`config.mk`:
```
export PLATFORM = sky130hd
export DESIGN_NAME = approx_err_accum
export DESIGN_NICKNAME = d
export VERILOG_FILES = /design/src/rtl/approx_err_accum.sv
export SDC_FILE = /design/constraint.sdc
export NUM_CORES = 1
export LEC_CHECK = 0
export BUFFER_PORTS_ARGS = -buffer_cell sky130_fd_sc_hd__buf_2
export CAP_MARGIN = 20
export CORE_UTILIZATION = 46
export CTS_CLUSTER_DIAMETER = 120
export DETAILED_ROUTE_END_ITERATION = 6
export PLACE_DENSITY = 0.64
export SETUP_SLACK_MARGIN = 0.1
export SYNTH_ARGS = -nofsm -noshare
export SYNTH_HDL_FRONTEND = slang
export SYNTH_SLANG_ARGS = --single-unit
```
`constraint.sdc`:
```
create_clock -name clk -period 7.4 [get_ports clk]
set_clock_uncertainty 0.2 [all_clocks]
set_input_delay 1.48 -clock clk [delete_from_list [all_inputs] [get_ports clk]]
set_output_delay 1.48 -clock clk [all_outputs]
set_load 0.05 [all_outputs]
```
`src/rtl/approx_err_accum.sv`:
```
// Error-metric accumulator for approximate multipliers: compares each approximate
// product against the exact one and collects ED sum/max/count over a run.
module approx_err_accum #(
  parameter int WIDTH     = 8,
  parameter int N_SAMPLES = 65536,
  parameter int CNT_W     = 17,
  parameter int SUM_W     = 32
) (
  input  logic                 clk,
  input  logic                 rst,
  input  logic                 start,
  input  logic                 in_valid,
  output logic                 in_ready,
  input  logic [WIDTH-1:0]     a,
  input  logic [WIDTH-1:0]     b,
  input  logic [2*WIDTH-1:0]   prod_apx,
  output logic                 busy,
  output logic                 done,
  output logic [CNT_W-1:0]     sample_cnt,
  output logic [CNT_W-1:0]     err_cnt,
  output logic [SUM_W-1:0]     sum_ed,
  output logic [2*WIDTH-1:0]   max_ed,
  output logic [WIDTH-1:0]     max_a,
  output logic [WIDTH-1:0]     max_b
);
  localparam int PW = 2 * WIDTH;
  localparam int AW = ((SUM_W > PW) ? SUM_W : PW) + 1;

  typedef enum logic [1:0] {IDLE, RUN, DRAIN, DONE} state_t;

  state_t           state, state_nx;
  logic [CNT_W-1:0] acc_cnt;
  logic [1:0]       vld_pipe;  // [0] accept this cycle, [1] stage-1 holds a sample
  logic             clr;
  logic             last_accept;
  logic [WIDTH-1:0] s1_a, s1_b;
  logic [PW-1:0]    s1_exact, s1_apx, ed;
  logic [AW-1:0]    sum_full;

  assign in_ready    = (state == RUN);
  assign busy        = (state == RUN) || (state == DRAIN);
  assign done        = (state == DONE);
  assign vld_pipe[0] = in_valid && in_ready;
  assign last_accept = vld_pipe[0] && (acc_cnt == CNT_W'(N_SAMPLES - 1));

  always_comb begin
    state_nx = state;
    clr      = 1'b0;
    case (state)
      IDLE, DONE: if (start) begin
        clr      = 1'b1;
        state_nx = RUN;
      end
      RUN:     if (last_accept) state_nx = DRAIN;
      DRAIN:   state_nx = DONE;
      default: state_nx = IDLE;
    endcase
  end

  always_ff @(posedge clk or posedge rst) begin
    if (rst) state <= IDLE;
    else     state <= state_nx;
  end

  assign ed       = (s1_exact >= s1_apx) ? (s1_exact - s1_apx) : (s1_apx - s1_exact);
  assign sum_full = AW'(sum_ed) + AW'(ed);

  always_ff @(posedge clk or posedge rst) begin
    if (rst) begin
      vld_pipe[1] <= 1'b0;
      acc_cnt     <= '0;
      s1_a        <= '0;
      s1_b        <= '0;
      s1_exact    <= '0;
      s1_apx      <= '0;
      sample_cnt  <= '0;
      err_cnt     <= '0;
      sum_ed      <= '0;
      max_ed      <= '0;
      max_a       <= '0;
      max_b       <= '0;
    end else if (clr) begin
      vld_pipe[1] <= 1'b0;
      acc_cnt     <= '0;
      sample_cnt  <= '0;
      err_cnt     <= '0;
      sum_ed      <= '0;
      max_ed      <= '0;
      max_a       <= '0;
      max_b       <= '0;
    end else begin
      vld_pipe[1] <= vld_pipe[0];
      if (vld_pipe[0]) begin
        acc_cnt  <= acc_cnt + 1'b1;
        s1_a     <= a;
        s1_b     <= b;
        s1_exact <= PW'(a) * PW'(b);
        s1_apx   <= prod_apx;
      end
      if (vld_pipe[1]) begin
        sample_cnt <= sample_cnt + 1'b1;
        if (ed != '0) err_cnt <= err_cnt + 1'b1;
        // Clamp instead of wrapping so a long run still reports a lower bound.
        if (sum_full > AW'({SUM_W{1'b1}})) sum_ed <= '1;
        else                               sum_ed <= sum_full[SUM_W-1:0];
        if (ed > max_ed) begin
          max_ed <= ed;
          max_a  <= s1_a;
          max_b  <= s1_b;
        end
      end
    end
  end
endmodule
```
# Word level (Yosys, flattened, before mapping)
# Cells that the tools add are included.
# word_totals
rom_bits	0
out_inout_bits	101
ramBits	0
register_bits	166
memories	0
latchBits	0
elab_cells	70
inputBits	36
# classes
n_bitwise	1
add_sub_neg	6
div_mod_pow	0
eq_ne	6
order_cmp	3
multipliers	1
n_reduce_logical	14
shift	0
n_mux	26
# op_table
operator	n
$mux W17	7
$mux W32	3
$mux W16	4
$add A17 B1 Y17 const B	3
$mux W8	6
$add A32 B16 Y33	1
$gt A33 B32 Y1 const B	1
$sub A16 B16 Y16	2
$eq A17 B16 Y1 const B	1
$ge A16 B16 Y1	1
$gt A16 B16 Y1	1
$mul A8 B8 Y16	1
$reduce_bool A16 Y1	1
$reduce_and A2 Y1	4
$reduce_bool A2 Y1	4
$pmux W2 S3	1
$eq A2 B2 Y1 const B	2
$mux W2	2
$mux W1	3
$eq A2 B1 Y1 const B	1
$logic_and A1 B1 Y1	2
$logic_not A2 Y1	1
$ne A2 B1 Y1 const B	1
$ne A2 B2 Y1 const B	1
other kinds (3)	3

# Longest topological paths before layout
# Gate-level depths: netlist (run 1).
# logic_depth
word_depth	7
ltp_mapped	24
mapped_depth_nobuf	22

# Worst setup path before layout (run 1)
# Ideal clock, no wire load.
# synth_timing
path_type	input to register
start	input port b[7]
end	register s1_exact[15]
arrival_time_ps	5508
n_path_buf	1
setup_slack_ps	1556
setup_time_ps	136
t_required_ps	7064
stages	17
cell_sequence	clkbuf_1 -> nand2_1 -> fa_1 -> fa_1 -> inv_1 -> fa_1 -> fa_1 -> ha_1 -> a21boi_0 -> o21ai_0 -> nand2_1 -> and2_1 -> o21ai_0 -> a21oi_1 -> o41ai_1 -> xnor2_1 -> o21ai_0
# synth_via
elab_chain_len	1
# synth_rtl
item	line	source
from (decl)	15	input logic [WIDTH-1:0] b,
$mul A8 B8 Y16	97	s1_exact <= PW'(a) * PW'(b);
to (signal assigned)	97	
to (decl)	37	logic [PW-1:0] s1_exact, s1_apx, ed;
# No other way between the ends.
# A chain may end at the register's enable or synchronous reset.

# Worst setup path after layout (run 1)
# layout_timing
start	register s1_exact[0]
end	register sum_ed[23]
# layout_via
elab_chain_len	7
elab_cells_between_ends	9
classes_between	add/sub (3); order compare (2); mux (4)
# layout_rtl
item	line	source
$sub A16 B16 Y16 or $ge A16 B16 Y1 (tied branches)	65	assign ed = (s1_exact >= s1_apx) ? (s1_exact - s1_apx) : (s1_apx - s1_exact);
$mux W16 *	65	
$add A32 B16 Y33 *	66	assign sum_full = AW'(sum_ed) + AW'(ed);
$gt A33 B32 Y1	104	if (sum_full > AW'({SUM_W{1'b1}})) sum_ed <= '1;
$mux W32 *	104	
$mux W32 *	100	if (vld_pipe[1]) begin
$mux W32 *	82	end else if (clr) begin
to (signal assigned)	105	else sum_ed <= sum_full[SUM_W-1:0];
to (decl)	21	output logic [SUM_W-1:0] sum_ed,
# Mark *: on every way between the ends. The rest lies on a longest branch, timed or not. The select of a mux whose other input is x is not followed.

==> results of run 1 <==
worst paths after layout:
kind | endpoint | cells after the start
worst max-delay path | sum_ed[23]$_DFFE_PP0P_ | 21
worst min-delay path | s1_a[7]$_DFFE_PP0P_ | 2
worst max register to register | sum_ed[23]$_DFFE_PP0P_ | 21
worst min register to register | s1_a[7]$_DFFE_PP0P_ | 2
max in group asynchronous | max_ed[10]$_DFFE_PP0P_ | 3
min in group asynchronous | s1_a[5]$_DFFE_PP0P_ | 2
state kept, by name, indices dropped and copies added (netlist names):
register    flops
sum_ed         32
acc_cnt        17
err_cnt        17
sample_cnt     17
max_ed         16
s1_apx         16
s1_exact       16
max_a           8
max_b           8
s1_a            8
s1_b            8
state           2
vld_pipe        1
cells in the final DEF, fill, tap and decap left out, types with 4 or more instances in the layout:
cell / n
nor3_1: 16
fa_1: 39
inv_8: 4
a21oi_1: 63
nand2_1: 158
ha_1: 109
o31ai_1: 9
and2_1: 43
buf_4: 8
and4_1: 4
o211ai_1: 5
a21o_1: 19
o21ai_0: 100
mux2i_1: 44
o211a_1: 4
and3_1: 13
clkbuf_16: 17
nor2_1: 113
inv_6: 4
buf_2: 136
or4_1: 6
nand2b_1: 11
dfrtp_1: 166
a31oi_1: 24
xor2_1: 32
nand3_1: 25
o21ai_1: 5
a211oi_1: 7
nand4_1: 22
nor4_1: 4
or3_1: 20
o21bai_1: 4
xnor2_1: 31
inv_1: 117
o21a_1: 8
nor2b_1: 9
area by class of cell:
class | instances | share of cell area, %
clock buffers | 18 | 3.21
clock inverters | 14 | 1.15
inverters | 119 | 3.38
multi-input cells | 988 | 52.6
flip-flops and latches | 166 | 31.1
well taps | 330 | 3.09
repair buffers | 144 | 5.54
per-layer routing:
| layer | GRT usage [%] | share of wire [%] |
|---|---|---|
| met3 | 3.72 | 4.0 |
| met2 | 37.6 | 48 |
| met5 | 0 | 0.028 |
| met4 | 6.46 | 1.8 |
| met1 | 28.8 | 46 |
per-stage QoR:
step	utilization, %	instance area, µm²	hold slack, ns	worst slack, ns	std cells
after CTS	52.9	13400	0.282	1.31	1779
after global placement	50.6	12800	0.261	1.43	1747
after floorplan	-	11900	0.245	1.23	1326
after global routing	52.9	13400	0.316	0.776	1779
final	52.9	13400	0.279	1.30	1779
after detailed placement	50.6	12800	0.264	1.31	1747
worst reg2reg max path: cells and delay by family (launching register included):
family	cells	cell delay (ns)
AO/OA/AOI/OAI	12	3.02
adder cells (fa/ha/maj)	3	0.97
AND/OR/NAND/NOR	3	0.79
flip-flops	1	0.36
XOR/XNOR	1	0.36
multiplexers	1	0.19
buffers and inverters	1	0.06
logic make-up after synthesis:
logic type               Yosys count  synth area share [%]
XOR/XNOR                          63                  4.65
flip-flops                       166                  35.0
buffers and inverters            172                  5.90
AO/OA/AOI/OAI                    281                  14.8
adder cells (fa/ha/maj)          148                  18.1
AND/OR/NAND/NOR                  452                  17.8
multiplexers                      44                  3.71
==> reports/summary.txt, run 1 <==
RePlAce Congestion: 0.865
die area: 26400 µm²
CTS buffer count: 17
root buf cell: clkbuf_16
flop-to-flop setup slack: 1.30 ns
crit-path max FO: 21
largest net degree at the start of global routing: 97
maxcap violations: 0
minimum clock period: 6.10 ns
TritonRoute pass-1 iters: 5
row cnt: 58
Worst slew margin: 32.1%
PortBufs: 136
Post-synth ARST share: 100%
via count: 9679
Remaining Overflow, GRT: 0
Die X: 163 µm
RR Startpoint: s1_exact[0]$_DFFE_PP0P_
WS Path Type: reg -> reg
Initial Util: 47.0%
Worst setup EP type: register
#FFs+latches synth: 166
final setup TNS: 0 ns
Post-Syn Area: 11900 µm²
synth warn: 0
CTS resizes: 0
most frequent cell after synthesis: dfrtp_1
worst hold start: s1_a[7]$_DFFE_PP0P_
final WL: 28100 µm
CTS sink count: 166
vias per std cell: 5.44
multi-input logic area: 7030 µm²
Buf/Inv on CP: 1
Die Height: 163 µm
htree depth: 4
RSZ-0062 raised after global routing: false
largest cells by area after synthesis: dfrtp_1 35%, ha_1 11%, fa_1 6.6%, nand2_1 5.0%, o21ai_0 4.2%
fillcell total: 2372
final slew viol count: 0
status: complete, no violations
CP Cell Sequence: inv_1, ha_1, fa_1, nor2b_1, o22ai_2, a31oi_1, a211o_1, mux2i_1, xnor2_1, ha_1, a21o_1, a21oi_1, o21ai_0, a221o_1, a31oi_1, o21ai_0, a41oi_1, or2_2, a21oi_1, nor2_1, a211oi_1
Worst-Skew Late Latency: 0.43 ns
nets@finish: 1620
register area share after synthesis: 35.0%
CP Launch Point: s1_exact[0]$_DFFE_PP0P_
EDFF count, synth: 0
critical path startpoint category: register
CP max-delay cell: a211o_1
Syn Area/Cell: 8.95 µm²
ys flop type: dfrtp_1
vias in the first global route: 9281
CP required: 7.47 ns
period utilization: 82.4%
CP max stage delay: 0.66 ns
cell taking the most area after synthesis: dfrtp_1
Ant. Diodes: 0
Synth Net Count: 1510
dpl hpwl: 20900 µm
proportion of layout cells with a drive suffix above 1: 13.2%
I/O pin count: 137
initial antenna violation count: 1
drt wl/cell: 15.8 µm
Fmax: 164 MHz
synth-to-layout area growth: 12.6%
first-pass GRT wire length: 46800 µm
Clk pin slew, worst setup/hold paths: 0.08 ns
Synth top area share: 35.0%
Hold Buf Count CTS: 0
Slew @ Worst Pin: 1.02 ns
Setup Buffers After CTS: 0
GR Util All Layers: 22.1%
Mapped Cells: 1326
Post-synth top cells: 166 x dfrtp_1, 158 x nand2_1, 118 x inv_1
CP Data Arrival Time: 6.17 ns
register area: 4150 µm²
Unique masters post-synth: 62
Longest Clk Path Bufs: 2
CORE AREA: 25300 µm²
CTS tree: built
Final setup viols: 0
1st-iter DRT viols: 639
cell family with most CP delay: compound AO/OA/AOI/OAI gates
HP Class: reg -> reg
Final Hold Violating Endpoints: 0
Remaining DRCs: 0
post-route ant nets: 0
Power of run 1 is not shown: default switching activity piles up to over one toggle a cycle in this logic, so the estimate is an artifact.
==> run 2, diff against run 1 <==
==> constraint.sdc (replaced) <==
create_clock -name clk -period 5.92 [get_ports clk]
set_clock_uncertainty 0.2 [all_clocks]
set_input_delay 1.184 -clock clk [delete_from_list [all_inputs] [get_ports clk]]
set_output_delay 1.184 -clock clk [all_outputs]
set_load 0.05 [all_outputs]
==> run 2 against run 1 <==
Critical path depth is 4 lower. Global-route usage is 0.087 points higher. Cell count is 0.62% higher. Sequential cell count stayed put. Utilization is 0.68 points higher. Largest cell class unchanged.
==> reports/summary.txt, run 2 (same netlist as run 1, synthesis figures left out) <==
status: complete, no violations
post-route cell area: 13500 µm² (+1.3%)
root buf cell: clkbuf_16
period utilization: 89.2%
first-pass GRT wire length: 46800 µm (about the same)
synth-to-layout area growth: 14.1%
Final Hold Violating Endpoints: 0 (unchanged)
RR Endpoint: max_b[3]$_DFFE_PP0P_
FF-to-FF path depth: 22 (+4.8%)
RSZ-0062 raised after global routing: false
HP Class: reg -> reg
CP required: 6.02 ns (-1.45 ns)
Die Height: 163 µm (unchanged)
largest net degree at the start of global routing: 167 (+72%)
Worst-Skew Late Latency: 0.44 ns (about the same)
nets@finish: 1631 (+0.68%)
Die X: 163 µm (unchanged)
Final setup viols: 0 (unchanged)
Initial Util: 47.0% (unchanged)
Worst setup EP type: register
post-route ant nets: 0 (unchanged)
initial antenna violation count: 2 (+1)
Setup Buffers After CTS: 0 (unchanged)
Remaining Overflow, GRT: 0 (unchanged)
vias in the first global route: 9167 (-1.2%)
Ant. Diodes: 0 (unchanged)
final WL: 27800 µm (-1.0%)
CP Launch Point: b[7]
fillcell total: 2367 (-0.21%)
Clk pin slew, worst setup/hold paths: 0.07 ns (about the same)
Slew @ Worst Pin: 0.993 ns (-0.0262 ns)
vias per std cell: 5.35 (-1.6%)
minimum clock period: 5.28 ns
GR Util All Layers: 22.2% (+0.087 points)
area post-placement: 12900 µm² (+0.73%)
Worst slew margin: 33.8% (+1.7 points)
PortBufs: 136 (unchanged)
crit path capture: s1_exact[15]$_DFFE_PP0P_
max FFs per register: 32 (unchanged)
1st-iter DRT viols: 614 (-3.9%)
CP Data Arrival Time: 5.38 ns (-0.79 ns)
I/O pin count: 137 (unchanged)
WS Path Type: in -> reg
htree depth: 4 (unchanged)
commonest non-fill, non-tap cells in the layout: 166 x dfrtp_1, 158 x nand2_1, 136 x buf_2, 117 x inv_1, 113 x nor2_1
proportion of layout cells with a drive suffix above 1: 14.0% (+0.86 points)
row cnt: 58 (unchanged)
Remaining DRCs: 0 (unchanged)
flop-to-flop setup slack: 0.68 ns (-0.62 ns)
RePlAce Congestion: 0.847 (-2.1%)
CTS sink count: 166 (unchanged)
critical path startpoint category: primary input
via count: 9584 (-0.98%)
final slew viol count: 0 (unchanged)
CTS buffer count: 17 (unchanged)
Longest Clk Path Bufs: 2 (unchanged)
Top reg by flops: sum_ed
TritonRoute pass-1 iters: 5 (unchanged)
Hold Buf Count CTS: 0 (unchanged)
dpl hpwl: 20700 µm (-0.83%)
RR Startpoint: s1_exact[0]$_DFFE_PP0P_
die area: 26400 µm² (unchanged)
CORE AREA: 25300 µm² (unchanged)
CTS tree: built
commonest non-fill, non-tap cell in the layout: dfrtp_1
Fmax: 189 MHz
crit-path max FO: 9 (-57%)
final setup TNS: 0 ns (unchanged)
maxcap violations: 0 (unchanged)
drt wl/cell: 15.6 µm (-1.6%)
==> run 2: what timing repair did <==
| item | 4_1_cts | 5_1_grt |
|---|---|---|
| endpoints found under the setup margin | 0 | 46 |
| resized for setup | 0 | 4 |
| endpoints found under the hold margin | 0 | 0 |
==> run 2: stage by stage <==
stage	cells	hold slack, ns	utilization, %	setup slack (ns)
2_1_floorplan	1326	0.245	-	0.372
3_3_place_gp	1758	0.260	51.0	0.255
3_5_place_dp	1758	0.264	51.0	0.153
4_1_cts	1790	0.281	53.5	0.457
5_1_grt	1790	0.302	53.6	0.159
6_report	1790	0.280	53.6	0.639
==> run 2: cell type report <==
type                       instances  area (µm²)  area share, %
clock inverter                    15         215           1.59
multi-input combinational        988        7050           52.0
inverter                         119         450           3.33
clock buffer                      17         425           3.14
sequential                       166        4150           30.7
timing repair buffer             155         836           6.17
tap                              330         413           3.05
==> run 2: layer usage <==
metal	track usage (%)	share of wire, %	vias up
met5	0	0.029	-
met4	5.56	1.5	2
met3	4.25	4.4	33
met2	37.4	48	199
met1	29.3	46	4586
li1	-	-	4764
==> run 2: how the worst min path moves through the flow <==
stage / start / end / cells past startpoint
detailed placement: s1_b[4]$_DFFE_PP0P_ / s1_b[4]$_DFFE_PP0P_ / 2
global route: s1_b[4]$_DFFE_PP0P_ / s1_b[4]$_DFFE_PP0P_ / 2
floorplan: s1_a[0]$_DFFE_PP0P_ / s1_a[0]$_DFFE_PP0P_ / 2
CTS: s1_b[4]$_DFFE_PP0P_ / s1_b[4]$_DFFE_PP0P_ / 2
global placement: s1_a[1]$_DFFE_PP0P_ / s1_a[1]$_DFFE_PP0P_ / 2
finish: s1_b[4]$_DFFE_PP0P_ / s1_b[4]$_DFFE_PP0P_ / 2
==> run 2: critical path, stage by stage <==
cell and delay [ns]:
buf_2 0.19, nand2_1 0.11, fa_1 0.51, fa_1 0.54, inv_1 0.05, fa_1 0.50, fa_1 0.49, ha_1 0.34
a21boi_0 0.15, o21ai_0 0.17, nand2_1 0.08, and2_1 0.16, o21ai_0 0.21, a21oi_1 0.13, o41ai_1 0.34, xnor2_1 0.16
o21ai_0 0.08
Power of run 2 is left out for the same reason.
